### src/rtl/gray_pkg.sv
// Shared definitions for the Gray-code counter family.
package gray_pkg;

  localparam int unsigned WIDTH_MIN = 2;
  localparam int unsigned WIDTH_MAX = 32;

  // Terminal-count behaviour selected by the SATURATE parameter.
  typedef enum logic {
    WRAP = 1'b0,
    SAT  = 1'b1
  } sat_mode_e;

  // Binary to Gray. Works at full WIDTH_MAX. Callers zero-extend narrower values
  // and take the low bits; zero upper bits leave the low-bit result unchanged.
  function automatic logic [WIDTH_MAX-1:0] bin2gray(input logic [WIDTH_MAX-1:0] b);
    return b ^ (b >> 1);
  endfunction

endpackage

### src/rtl/gray2bin_n.sv
// Combinational WIDTH-bit Gray-to-binary converter (MSB-first XOR prefix chain).
module gray2bin_n #(
  parameter int WIDTH = 4
) (
  input  logic [WIDTH-1:0] gray,
  output logic [WIDTH-1:0] bin
);

  // Each binary bit is the XOR of its Gray bit with the binary bit above it.
  always_comb begin
    logic [WIDTH-1:0] acc;
    acc = '0;
    acc[WIDTH-1] = gray[WIDTH-1];
    for (int unsigned k = WIDTH - 1; k > 0; k--) begin
      acc[k-1] = acc[k] ^ gray[k-1];
    end
    bin = acc;
  end

endmodule

### src/rtl/gray_counter_n.sv
// Registered up/down Gray counter. It has parallel Gray load and wraps or
// saturates at the terminal count. Both the Gray value and its binary
// equivalent are registered outputs.
module gray_counter_n
  import gray_pkg::*;
#(
  parameter int WIDTH    = 4,
  parameter int SATURATE = 0
) (
  input  logic             clk,
  input  logic             rst_n,
  input  logic             en,
  input  logic             up,
  input  logic             load,
  input  logic [WIDTH-1:0] load_gray,
  output logic [WIDTH-1:0] gray,
  output logic [WIDTH-1:0] bin,
  output logic             terminal
);

  localparam bit SAT_EN = (SATURATE == int'(SAT));

  if (WIDTH < int'(WIDTH_MIN) || WIDTH > int'(WIDTH_MAX)) begin : g_bad_width
    $error("gray_counter_n: WIDTH out of range");
  end

  logic [WIDTH-1:0]     bin_q, bin_d;
  logic [WIDTH-1:0]     gray_q, gray_d;
  logic                 terminal_q, terminal_d;
  logic [WIDTH-1:0]     load_bin;
  logic [WIDTH_MAX-1:0] gray_full;

  gray2bin_n #(.WIDTH(WIDTH)) u_load_conv (
    .gray (load_gray),
    .bin  (load_bin)
  );

  // Next-state selection: load beats count, count beats hold.
  always_comb begin
    bin_d      = bin_q;
    terminal_d = 1'b0;
    if (load) begin
      bin_d = load_bin;
    end else if (en) begin
      if (up) begin
        if (bin_q == '1) begin
          terminal_d = 1'b1;
          if (!SAT_EN) bin_d = '0;
        end else begin
          bin_d = bin_q + WIDTH'(1);
        end
      end else begin
        if (bin_q == '0) begin
          terminal_d = 1'b1;
          if (!SAT_EN) bin_d = '1;
        end else begin
          bin_d = bin_q - WIDTH'(1);
        end
      end
    end
    gray_full = bin2gray(WIDTH_MAX'(bin_d));
    gray_d    = load ? load_gray : gray_full[WIDTH-1:0];
  end

  if (WIDTH < int'(WIDTH_MAX)) begin : g_unused
    logic unused_gray_hi;
    assign unused_gray_hi = ^gray_full[WIDTH_MAX-1:WIDTH];
  end

  // Output registers with asynchronous clear.
  always_ff @(posedge clk or negedge rst_n) begin
    if (!rst_n) begin
      bin_q      <= '0;
      gray_q     <= '0;
      terminal_q <= 1'b0;
    end else begin
      bin_q      <= bin_d;
      gray_q     <= gray_d;
      terminal_q <= terminal_d;
    end
  end

  assign gray     = gray_q;
  assign bin      = bin_q;
  assign terminal = terminal_q;

endmodule

### config.mk
export PLATFORM = sky130hd
export DESIGN_NAME = gray_counter_n
export DESIGN_NICKNAME = d
export VERILOG_FILES = /design/src/rtl/gray_pkg.sv /design/src/rtl/gray2bin_n.sv /design/src/rtl/gray_counter_n.sv
export SDC_FILE = /design/constraint.sdc
export NUM_CORES = 1
export LEC_CHECK = 0
export BUFFER_PORTS_ARGS = -buffer_cell sky130_fd_sc_hd__buf_2
export CAP_MARGIN = 20
export CORE_AREA = 2 2 39 41
export DETAILED_ROUTE_END_ITERATION = 8
export DIE_AREA = 0 0 41 43
export GPL_ROUTABILITY_DRIVEN = 0
export PLACE_DENSITY_LB_ADDON = 0.25
export SLEW_MARGIN = 20
export SYNTH_ARGS = -nofsm -noshare
export SYNTH_HDL_FRONTEND = slang
export SYNTH_SLANG_ARGS = --single-unit
### constraint.sdc
create_clock -name clk -period 3.7 [get_ports clk]
set_input_delay 0 -clock clk [delete_from_list [all_inputs] [get_ports clk]]
set_output_delay 0 -clock clk [all_outputs]
set_load 0.05 [all_outputs]
### Yosys cells after proc, flatten, opt, wreduce, memory -nomap -nowiden

Index checks and enable logic that the tools add are counted.

| word-level totals | value |
|---|---|
| bits of input ports | 9 |
| register bits after elaboration | 9 |
| word-level logic and storage cells | 22 |

| operators by class | value |
|---|---|
| bitwise operators | 4 |
| reductions and logical operators | 1 |
| add/subtract/negate cells | 2 |
| equal/unequal tests | 1 |
| muxes and demuxes | 11 |

Operator list:

| operator | count |
|---|---|
| 2-to-1 mux 4 bit | 6 |
| 2-to-1 mux 1 bit | 5 |
| adder 4 x 1 -> 4 bit, second input constant | 1 |
| == test 4 bit, second input constant | 1 |
| zero test 4 bit | 1 |
| subtractor 4 x 1 -> 4 bit, second input constant | 1 |
| XOR 4 x 3 -> 4 bit | 1 |
| XOR 1 bit | 3 |

### Depth between registers and ports, before layout

Gate-level depths: netlist of run 1.

| logic depth | value |
|---|---|
| depth in word-level cells | 7 |
| gate-level depth with buffers | 7 |

### Hierarchy

Synthesis of run 1 repeated with hierarchy kept, for this count alone.

| unflattened totals | value |
|---|---|
| cell total of the unflattened synthesis | 67 |
| area, all modules | 633.1 µm² |

Modules (own cells, without submodules):

| module | area an instance (µm²) | sequential area each (µm²) | cells an instance | times used |
|---|---|---|---|---|
| gray_counter_n | 583.1 | 225.2 | 62 | 1 |
| gray2bin_n | 50.0 | 0.0 | 5 | 1 |

### Worst setup path after synthesis of run 1

No wires, ideal clock.

| path | value |
|---|---|
| kind | register -> register |
| start point | reg bin_q[0], in the netlist bin[0] |
| end point | reg gray_q[2], in the netlist gray[2] |
| required time | 3,621 ps |
| buffers on the path | 0 |
| setup slack | 1,628 ps |
| stages on the path, launching flop included | 7 |
| arrival time | 1,993 ps |
| path through | dfrtp_1 -> inv_1 -> ha_1 -> or4b_4 -> o21a_1 -> a311oi_2 -> mux2i_1 |

| between the ends | value |
|---|---|
| cells in the longest elaborated chain, start to end | 7 |
| elaborated cells on any way between the ends | 11 |
| those cells by class | add/sub: 2; eq/ne: 1; mux: 6; bitwise: 1; reduce/logical: 1 |

RTL lines:

| what | RTL line | source |
|---|---|---|
| start: declaration | gray_counter_n.sv:27 | `logic [WIDTH-1:0] bin_q, bin_d;` |
| start signal: assignment | gray_counter_n.sv:77 | `bin_q <= bin_d;` |
| subtractor 4 x 1 -> 4 bit, or another cell as far along | gray_counter_n.sv:57 | `bin_d = bin_q - WIDTH'(1);` |
| 2-to-1 mux 4 bit, on equally long branches | gray_counter_n.sv:53, gray_counter_n.sv:46 |  |
| 2-to-1 mux 4 bit * | gray_counter_n.sv:45 | `if (up) begin` |
| 2-to-1 mux 4 bit * | gray_counter_n.sv:44 | `end else if (en) begin` |
| 2-to-1 mux 4 bit * | gray_counter_n.sv:42 | `if (load) begin` |
| XOR 4 x 3 -> 4 bit * | gray_pkg.sv:16 | `return b ^ (b >> 1);` |
| 2-to-1 mux 4 bit * | gray_counter_n.sv:62 | `gray_d = load ? load_gray : gray_full[WIDTH-1:0];` |
| via gray_d[2] | gray_counter_n.sv:28 | `logic [WIDTH-1:0] gray_q, gray_d;` |
| end signal: assignment | gray_counter_n.sv:78 | `gray_q <= gray_d;` |
| end: declaration | gray_counter_n.sv:28 |  |

Mark *: on every way through the listed nets, which the timed path passes. The rest lies on a longest branch.

### Final worst setup path of run 1

Same ends and word-level chain as after synthesis.

==> flow_metrics.tcl, run 1 <==
set metrics [dict create \
    status "finished clean" \
    critPathBufInv 1 \
    numCtsBuffers 3 \
    start_kind "flip-flop" \
    cts_sinks 8 \
    crit_type "reg -> reg" \
    yosysSeqAreaShare_pct 38.0 \
    wl_per_cell_um 11.8 \
    cts.clk_slew.worst_paths_ns 0.06 \
    reg2reg_from "bin[0]" \
    p_per_area_nw_per_um2 571 \
    cp-endpoint "gray[2]" \
    grt_max_degree 13 \
    crit_path_cell_trace "inv_1, ha_1, or4b_4, o21a_1, a311oi_2, mux2i_1" \
    drtIter0Drc 7 \
    clockBufferDepth 2 \
    final_cell_mix "buf_2 (17), dfrtp_1 (8)" \
    drtPass1Iterations 4 \
    fp.dieArea_sq_um 1760 \
    synth.distinct_cells 24 \
    ant_nets 0 \
    slew_headroom_pct 79.2 \
    worst_slew_pin_slew_ns 0.311 \
    cts-root-buf "clkbuf_4" \
    post-dp-hpwl_um 777 \
    syn_nets 65 \
    synth.avg_cell_area_sq_um 9.75 \
    finalMaxSlewViolations 0 \
    rsz0062_at_grt "no" \
    start_util_pct 38.1 \
    drc 0 \
    critPathTopFamily "simple AND/OR/NAND/NOR gates" \
    grt.overflow.total 0 \
    syn_area_sq_um 527 \
    holdBufCountCts 4 \
    synth_cells 54 \
    crit_fanout 6 \
    die_w_um 41 \
    clock_latency_ns 0.25 \
    crit_path_start "bin[0]" \
    antenna_cells 0 \
    grt_usage_pct 15.3 \
    grt_pass1_wl_um 1810 \
    max_stage_delay_ns 0.47 \
    antenna_found_initial 0 \
    min_period_ns 1.93 \
    ff2ff_path_depth 6 \
    switching_share_pct 46.3 \
    cp_slowest_cell "or4b_4" \
    std_cell_rows 14 \
    ios 18 \
    rr_endpoint "gray[2]" \
    cts_tree "done" \
    route.vias.total 457 \
    die_height_um 43 \
    grt_pass1_vias 441 \
    clock_skew_ns 0.00127 \
    cp-end-kind "flip-flop" \
    ys_warn_count 0 \
    ys_seq_elements 8 \
    cp.arrival_ns 2.10 \
    io_buffers 17 \
    clockPowerShare_pct 17.3 \
    finalSetupViolations 0 \
    drive_gt1_share_pct 33.3 \
    r2r_slack_ns 1.77 \
    ir_worst_vdd_uv 313 \
    p_sw_uw 180 \
    vias_per_cell 5.02 \
    drv_cap 0 \
    cellLeakagePower_nw 0.328 \
    finalHoldViolations 0 \
    crit_cells 6 \
    wirelength_um 1070 \
    htree_levels 1 \
    areaGrowthSynthToFinish_pct 29.0 \
    cell_internal_pwr_uw 208 \
    hp-class "in -> reg" \
    final_common_cell "buf_2" \
    cts-resized-gates 0 \
    fin_crit_sh_pct 52.1 \
    core-area_sq_um 1380 \
    seq_power_share_pct 32.3 \
    post-route-util_pct 49.1 \
    fmax_ghz 0.519 \
    layout.nets 88 \
    post_cts_buffers 0 \
    setup-tns-final_ns 0 \
    combPwrFrac_pct 50.5 \
    crit_required_ns 3.87 \
]
-- worst reg2reg max path: cells and delay by family, from the launching register on --
kind / cells / cell delay [ns]
fa+ha+maj: 1 / 0.16
flops: 1 / 0.43
mux: 1 / 0.21
buf+inv: 1 / 0.12
compound gates: 2 / 0.46
simple gates: 1 / 0.47
-- sequential cells by signal (all words and copies together), names as in the netlist --
name      cells
bin           4
gray          3
terminal      1
-- through the flow --
step | worst slack, ns | hold slack (ns) | area [sq um] | power, mW | std cells
2_1_floorplan | 1.63 | -0.296 | 527 | 0.277 | 54
3_3_place_gp | 1.80 | -0.148 | 617 | 0.320 | 84
3_5_place_dp | 1.79 | -0.145 | 617 | 0.320 | 84
4_1_cts | 1.77 | 0.0509 | 679 | 0.392 | 91
5_1_grt | 1.63 | 0.0809 | 679 | 0.418 | 91
6_report | 1.77 | 0.0642 | 679 | 0.388 | 91
-- layer usage --
metal  part of all wire, %  global-route usage, %  vias to the layer above
li1                      -                      -                      229
met1                    46                   19.1                      215
met2                    49                   23.4                       13
met3                   5.4                   7.85                        0
met4                     0                   2.00                        0
met5                     0                      0                        -
-- power groups by stage --
stage	Clock, mW	Sequential, mW	Combinational (mW)
global placement	0	0.127	0.193
global route	0.0765	0.129	0.212
finish	0.0670	0.125	0.196
CTS	0.0698	0.125	0.197
detailed placement	0	0.127	0.193
floorplan	0	0.192	0.0855
-- Yosys cell counts --
master    instances  area [sq um]
clkbuf_1          2          7.51
a21oi_1           3          15.0
inv_1             3          11.3
nor2_1            4          15.0
nand2_1           4          15.0
o21ai_0           3          15.0
mux2i_1           3          30.0
dfrtp_1           8           200
o21a_1            1          7.51
or4b_4            1          13.8
a21o_2            1          8.76
ha_1              2          25.0
xnor2_1           4          35.0
buf_4             1          7.51
a311oi_2          1          15.0
nand4_1           1          6.26
mux2_2            2          22.5
a21o_1            1          7.51
nor3_1            1          5.00
a31oi_1           1          6.26
nor4b_1           1          8.76
nand2b_1          1          6.26
xor2_1            4          35.0
a21boi_0          1          7.51
-- how the worst min path moves through the flow --
stage / from / end / slack, ns / cells past startpoint
floorplan: rst_n / bin[0] / -0.30 / 0
global placement: rst_n / terminal / -0.15 / 1
detailed placement: rst_n / terminal / -0.14 / 1
CTS: en / terminal / 0.05 / 3
global route: en / terminal / 0.08 / 3
finish: en / terminal / 0.06 / 3
-- final cells by class --
type                    instances  area (sq um)
inverters                       3          11.3
fillers                       147           704
well taps                      16          20.0
multi-input cells              40           300
flip-flops and latches          8           200
repair buffers                 21           125
clock buffers                   3          22.5
-- kinds of logic after synthesis --
| logic type | Yosys count | share of synthesized area (%) |
|---|---|---|
| AOI/OAI and AO/OA | 12 | 15.7 |
| adders and majority gates | 2 | 4.75 |
| muxes | 5 | 9.98 |
| DFF | 8 | 38.0 |
| and+or+nand+nor | 13 | 13.3 |
| buffers and inverters | 6 | 4.99 |
| xor gates and xnor gates | 8 | 13.3 |
Power figures use the tool's default switching activity.
==> run 2, diff against run 1 <==
Clock period 3.7 ns to 1.7 ns, I/O delays scaled along.
==> flow_metrics.tcl, run 2 (same netlist as run 1, synthesis figures left out) <==
set metrics [dict create \
    vias_per_cell 4.80 \
    fp.dieArea_sq_um 1760 \
    areaGrowthSynthToFinish_pct 48.9 \
    die_height_um 43 \
    fin_crit_sh_pct 105 \
    cp.arrival_ns 1.95 \
    reg2reg_from "bin[1]" \
    ir_worst_vdd_uv 525 \
    cp_slowest_cell "or4b_4" \
    fin_ws_ns -0.0787 \
    io_buffers 17 \
    fillerInstances 132 \
    crit_fanout 3 \
    final_common_cell "buf_2" \
    cts_tree "done" \
    layout.nets 96 \
    post-dp-hpwl_um 906 \
    core-area_sq_um 1380 \
    cp-endpoint "gray[2]" \
    clock_skew_ns 0.00319 \
    finalHoldViolations 0 \
    min_path_cells 3 \
    start_util_pct 38.1 \
    ant_nets 0 \
    cts.clk_slew.worst_paths_ns 0.05 \
    grt_pass1_vias 458 \
    antenna_found_initial 0 \
    wirelength_um 1180 \
    p_per_area_nw_per_um2 1200 \
    wl_per_cell_um 11.9 \
    drv_cap 0 \
    finalMaxSlewViolations 0 \
    drtPass1Iterations 2 \
    stdcell_count 99 \
    power_uw 938 \
    drc 0 \
    rr_endpoint "gray[2]" \
    std_cell_rows 14 \
    grt_usage_pct 16.1 \
    final_cell_mix "buf_2 (17), buf_4 (8), dfrtp_1 (6)" \
    grt_max_degree 13 \
    crit_required_ns 1.87 \
    grt.overflow.total 0 \
    antenna_cells 0 \
    cts-root-buf "clkbuf_4" \
    placedCellCount 91 \
    crit_path_cell_trace "inv_2, ha_4, or4b_4, o21a_1, a311oi_2, mux2i_1" \
    finalSetupViolations 2 \
    drtIter0Drc 9 \
    clockBufferDepth 2 \
    r2r_slack_ns -0.08 \
    start_kind "flip-flop" \
    grt_pass1_wl_um 1870 \
    max_stage_delay_ns 0.45 \
    fmax_ghz 0.562 \
    crit_type "reg -> reg" \
    ios 18 \
    ff2ff_path_depth 6 \
    crit_path_start "bin[1]" \
    cp-end-kind "flip-flop" \
    cellLeakagePower_nw 0.366 \
    cts_sinks 8 \
    numCtsBuffers 3 \
    hp-class "in -> reg" \
    violations "setup timing" \
    rsz0062_at_grt "yes" \
    htree_levels 1 \
    status "complete, but fails checks" \
    route.vias.total 475 \
    slew_headroom_pct 79.3 \
    worst_slew_pin_slew_ns 0.310 \
    drive_gt1_share_pct 50.6 \
    die_w_um 41 \
    largest_reg_flops 4 \
    min_period_ns 1.78 \
    clock_latency_ns 0.25 \
]
[run 2: cell count changes in the layout (fill, tap and decap cells not counted), moves of 2 or more]
cell,previous run,this run
buf_4,0,8
dfrtp_1,8,6
dfrtp_2,0,2
inv_1,3,1
inv_2,0,2
[run 2: critical path: cells and delay by family, from the launching register on]
family                     cells  cell delay [ns]
adders and majority gates      1             0.13
and+or+nand+nor                1             0.45
buffers and inverters          1             0.08
muxes                          1             0.21
AOI/OAI and AO/OA              2             0.42
DFF                            1             0.42
[run 2: area by class of cell]
type                       instances  area (sq um)  share of cell area, %
sequential                         8           203                   25.8
tap                               16          20.0                   2.55
timing repair buffer              29           185                   23.6
multi-input combinational         40           343                   43.7
clock buffer                       3          22.5                   2.87
inverter                           3          11.3                   1.44
[run 2: worst min path at each step]
stage | startpoint | end
after floorplan | rst_n | bin[0]
after global placement | rst_n | terminal
after detailed placement | rst_n | terminal
after CTS | en | terminal
after global routing | en | terminal
final | en | terminal
[run 2: what timing repair did]
action | 4_1_cts | 5_1_grt
setup endpoints to repair | 3 | 4
setup buffers | 1 | 0
pin swaps | 3 | 1
hold endpoints to repair | 11 | 0
hold buffers | 4 | 0
resized for setup | 4 | 2
[run 2: layer usage]
| layer | global-route usage (%) | wire length, um | up-vias |
|---|---|---|---|
| li1 | - | - | 247 |
| met1 | 18.6 | 523 | 216 |
| met2 | 25.6 | 595 | 12 |
| met3 | 4.71 | 60 | 0 |
| met4 | 8.00 | 0 | 0 |
| met5 | 0 | 0 | - |
[run 2: where the power goes]
group | internal (mW) | switching [mW]
sequential | 0.234 | 0.0231
combinational | 0.205 | 0.335
clock | 0.0806 | 0.0610
[run 2: metrics by stage]
stage / TNS [ns] / area [sq um] / util (%) / setup slack [ns] / hold WS (ns)
floorplan: -0.342 / 542 / - / -0.193 / -0.296
global placement: -0.140 / 684 / 49.5 / -0.0800 / -0.145
CTS: -0.139 / 772 / 55.8 / -0.0787 / 0.0668
global route: -0.325 / 785 / 56.7 / -0.161 / 0.0972
detailed placement: -0.209 / 684 / 49.5 / -0.111 / -0.141
finish: -0.109 / 785 / 56.7 / -0.0787 / 0.0765
==> run 3, diff against run 2 <==
Settings changed: ABC_AREA set to 1, CORE_AREA 2 2 39 41 to not set, CORE_MARGIN set to 2, CORE_UTILIZATION set to 43, DIE_AREA 0 0 41 43 to not set.
==> flow_metrics.tcl, run 3 <==
set metrics [dict create \
    grt_max_degree 9 \
    rsz0062_at_grt "no" \
    drt-met1-wl_um 556 \
    fmax_ghz 0.679 \
    die_height_um 41.1 \
    wirelength_um 1210 \
    post-route-util_pct 55.8 \
    htree_levels 1 \
    final_common_cell "nand2_1" \
    synth_cells 88 \
    clockBufferDepth 2 \
    ys_warn_count 0 \
    ys.flop_type "dfrtp_1" \
    cp.arrival_ns 1.66 \
    cts-resized-gates 0 \
    synth_top_cell_by_area "dfrtp_1" \
    p_per_area_nw_per_um2 983 \
    finalSetupViolations 0 \
    core-area_sq_um 1300 \
    layout.nets 121 \
    post-synth-top-count-cell "nand2_1" \
    yosysTopAreaCellShare_pct 33.8 \
    grt_pass1_vias 449 \
    rr_endpoint "gray[0]" \
    hp-class "in -> reg" \
    grt.overflow.total 0 \
    grt_pass1_wl_um 1680 \
    syn_area_sq_um 592 \
    start_util_pct 45.5 \
    final_cell_mix "nand2_1 (25), buf_2 (17), nand3_1 (15)" \
    drc 0 \
    drv_cap 0 \
    antenna_found_initial 0 \
    fin_crit_sh_pct 86.6 \
    wl_per_cell_um 9.72 \
    crit_path_start "bin[0]" \
    synth.distinct_cells 18 \
    setup-tns-final_ns 0 \
    min_period_ns 1.47 \
    synth.avg_cell_area_sq_um 6.73 \
    clock_skew_ns 0.00924 \
    cts-root-buf "clkbuf_4" \
    grt_usage_pct 15.1 \
    fp.dieArea_sq_um 1690 \
    post_cts_buffers 0 \
    async_flop_share_pct 100 \
    r2r_slack_ns 0.23 \
    clock_latency_ns 0.25 \
    cts_sinks 8 \
    yosys-top-cells-area "dfrtp_1 (34%), nand2_1 (16%), nand3_1 (13%), inv_1 (7.6%), ha_1 (4.2%)" \
    ys_seq_elements 8 \
    crit_required_ns 1.89 \
    start_kind "flip-flop" \
    yosysSeqAreaShare_pct 33.8 \
    status "finished clean" \
    route.vias.total 575 \
    drtIter0Drc 16 \
    crit_fanout 7 \
    finalHoldViolations 0 \
    drive_gt1_share_pct 28.4 \
    die_w_um 41.1 \
    synth_edf_count 0 \
    io_buffers 17 \
    crit_type "reg -> reg" \
    antenna_cells 0 \
    top_layer "met3" \
    largest_reg_flops 4 \
    ff2ff_path_depth 9 \
    cp-end-kind "flip-flop" \
    fillerInstances 139 \
    cp-endpoint "gray[0]" \
    ant_nets 0 \
    worst_slew_pin_slew_ns 0.258 \
    wl_met3_um 47 \
    post-dp-hpwl_um 981 \
    ir_worst_vdd_uv 625 \
    cellLeakagePower_nw 0.423 \
    syn_nets 99 \
    finalMaxSlewViolations 0 \
    std_cell_rows 13 \
    areaGrowthSynthToFinish_pct 22.6 \
    reg2reg_from "bin[0]" \
    drtPass1Iterations 4 \
    synthTopCellsByCount "nand2_1 (25), nand3_1 (15), inv_1 (12)" \
    numCtsBuffers 3 \
    wl_met2_um 602 \
    cts_tree "done" \
    ios 18 \
    slew_headroom_pct 82.8 \
    vias_per_cell 4.64 \
    cts.clk_slew.worst_paths_ns 0.06 \
]
==> run 3: cell count changes in the layout (fill, tap and decap cells not counted), sizes merged, moves of 3 or more <==
cell	delta
nand2	+26
nand3	+16
inv	+12
buf	-8
dlygate4sd3	-3
mux2i	-3
xnor2	-3
xor2	-3
==> run 3: per-layer routing <==
| layer | GRT usage (%) | vias to the layer above |
|---|---|---|
| met3 | 4.89 | 0 |
| met5 | 0 | - |
| met2 | 28.1 | 13 |
| met1 | 17.8 | 241 |
| met4 | 0 | 0 |
| li1 | - | 321 |
==> run 3: timing repair <==
action,in CTS,in global routing
endpoints found under the setup margin,0,0
hold buffers,1,0
hold endpoints to repair,8,0
==> run 3: area by class of cell <==
cell class,instances,area (sq um),area share [%]
clock buffer,4,26.3,3.62
inverter,15,56.3,7.76
multi-input combinational,64,328,45.2
sequential,8,201,27.8
tap,15,18.8,2.59
timing repair buffer,18,95.1,13.1
==> run 3: stage by stage <==
step	area [sq um]	std cells	worst slack [ns]	power, mW	hold slack, ns
finish	726	124	0.228	0.713	0.00536
global route	726	124	0.125	0.770	0.00196
CTS	726	124	0.219	0.722	0.00313
detailed placement	689	119	0.238	0.568	-0.158
global placement	689	119	0.259	0.564	-0.156
floorplan	593	88	0.0371	0.494	-0.296
==> run 3: kinds of logic after synthesis <==
family / after synthesis / synth area share, %
fa+ha+maj: 2 / 4.23
buf+inv: 16 / 10.8
simple gates: 55 / 44.0
xor+xnor: 2 / 2.96
compound gates: 5 / 4.23
flops: 8 / 33.8
==> run 3: how the worst min path moves through the flow <==
stage                from        to  depth (start not counted)
global route         load  terminal                          2
floorplan           rst_n    bin[0]                          0
CTS                  load  terminal                          2
detailed placement  rst_n  terminal                          1
finish               load  terminal                          2
global placement    rst_n  terminal                          1
==> run 3: worst max-delay path, cell delays in order (launching register included) <==
cell,delay (ns)
dfrtp_2,0.43
inv_1,0.09
ha_1,0.30
xnor2_1,0.13
nand2_1,0.06
nand2_1,0.11
nand2_4,0.07
inv_1,0.08
nand3_1,0.08
nand2_1,0.07
==> run 3: where the power goes <==
part	switching, mW	internal [mW]	total (mW)
Sequential	0.0293	0.221	0.250
Combinational	0.228	0.0881	0.316
Clock	0.0587	0.0894	0.148
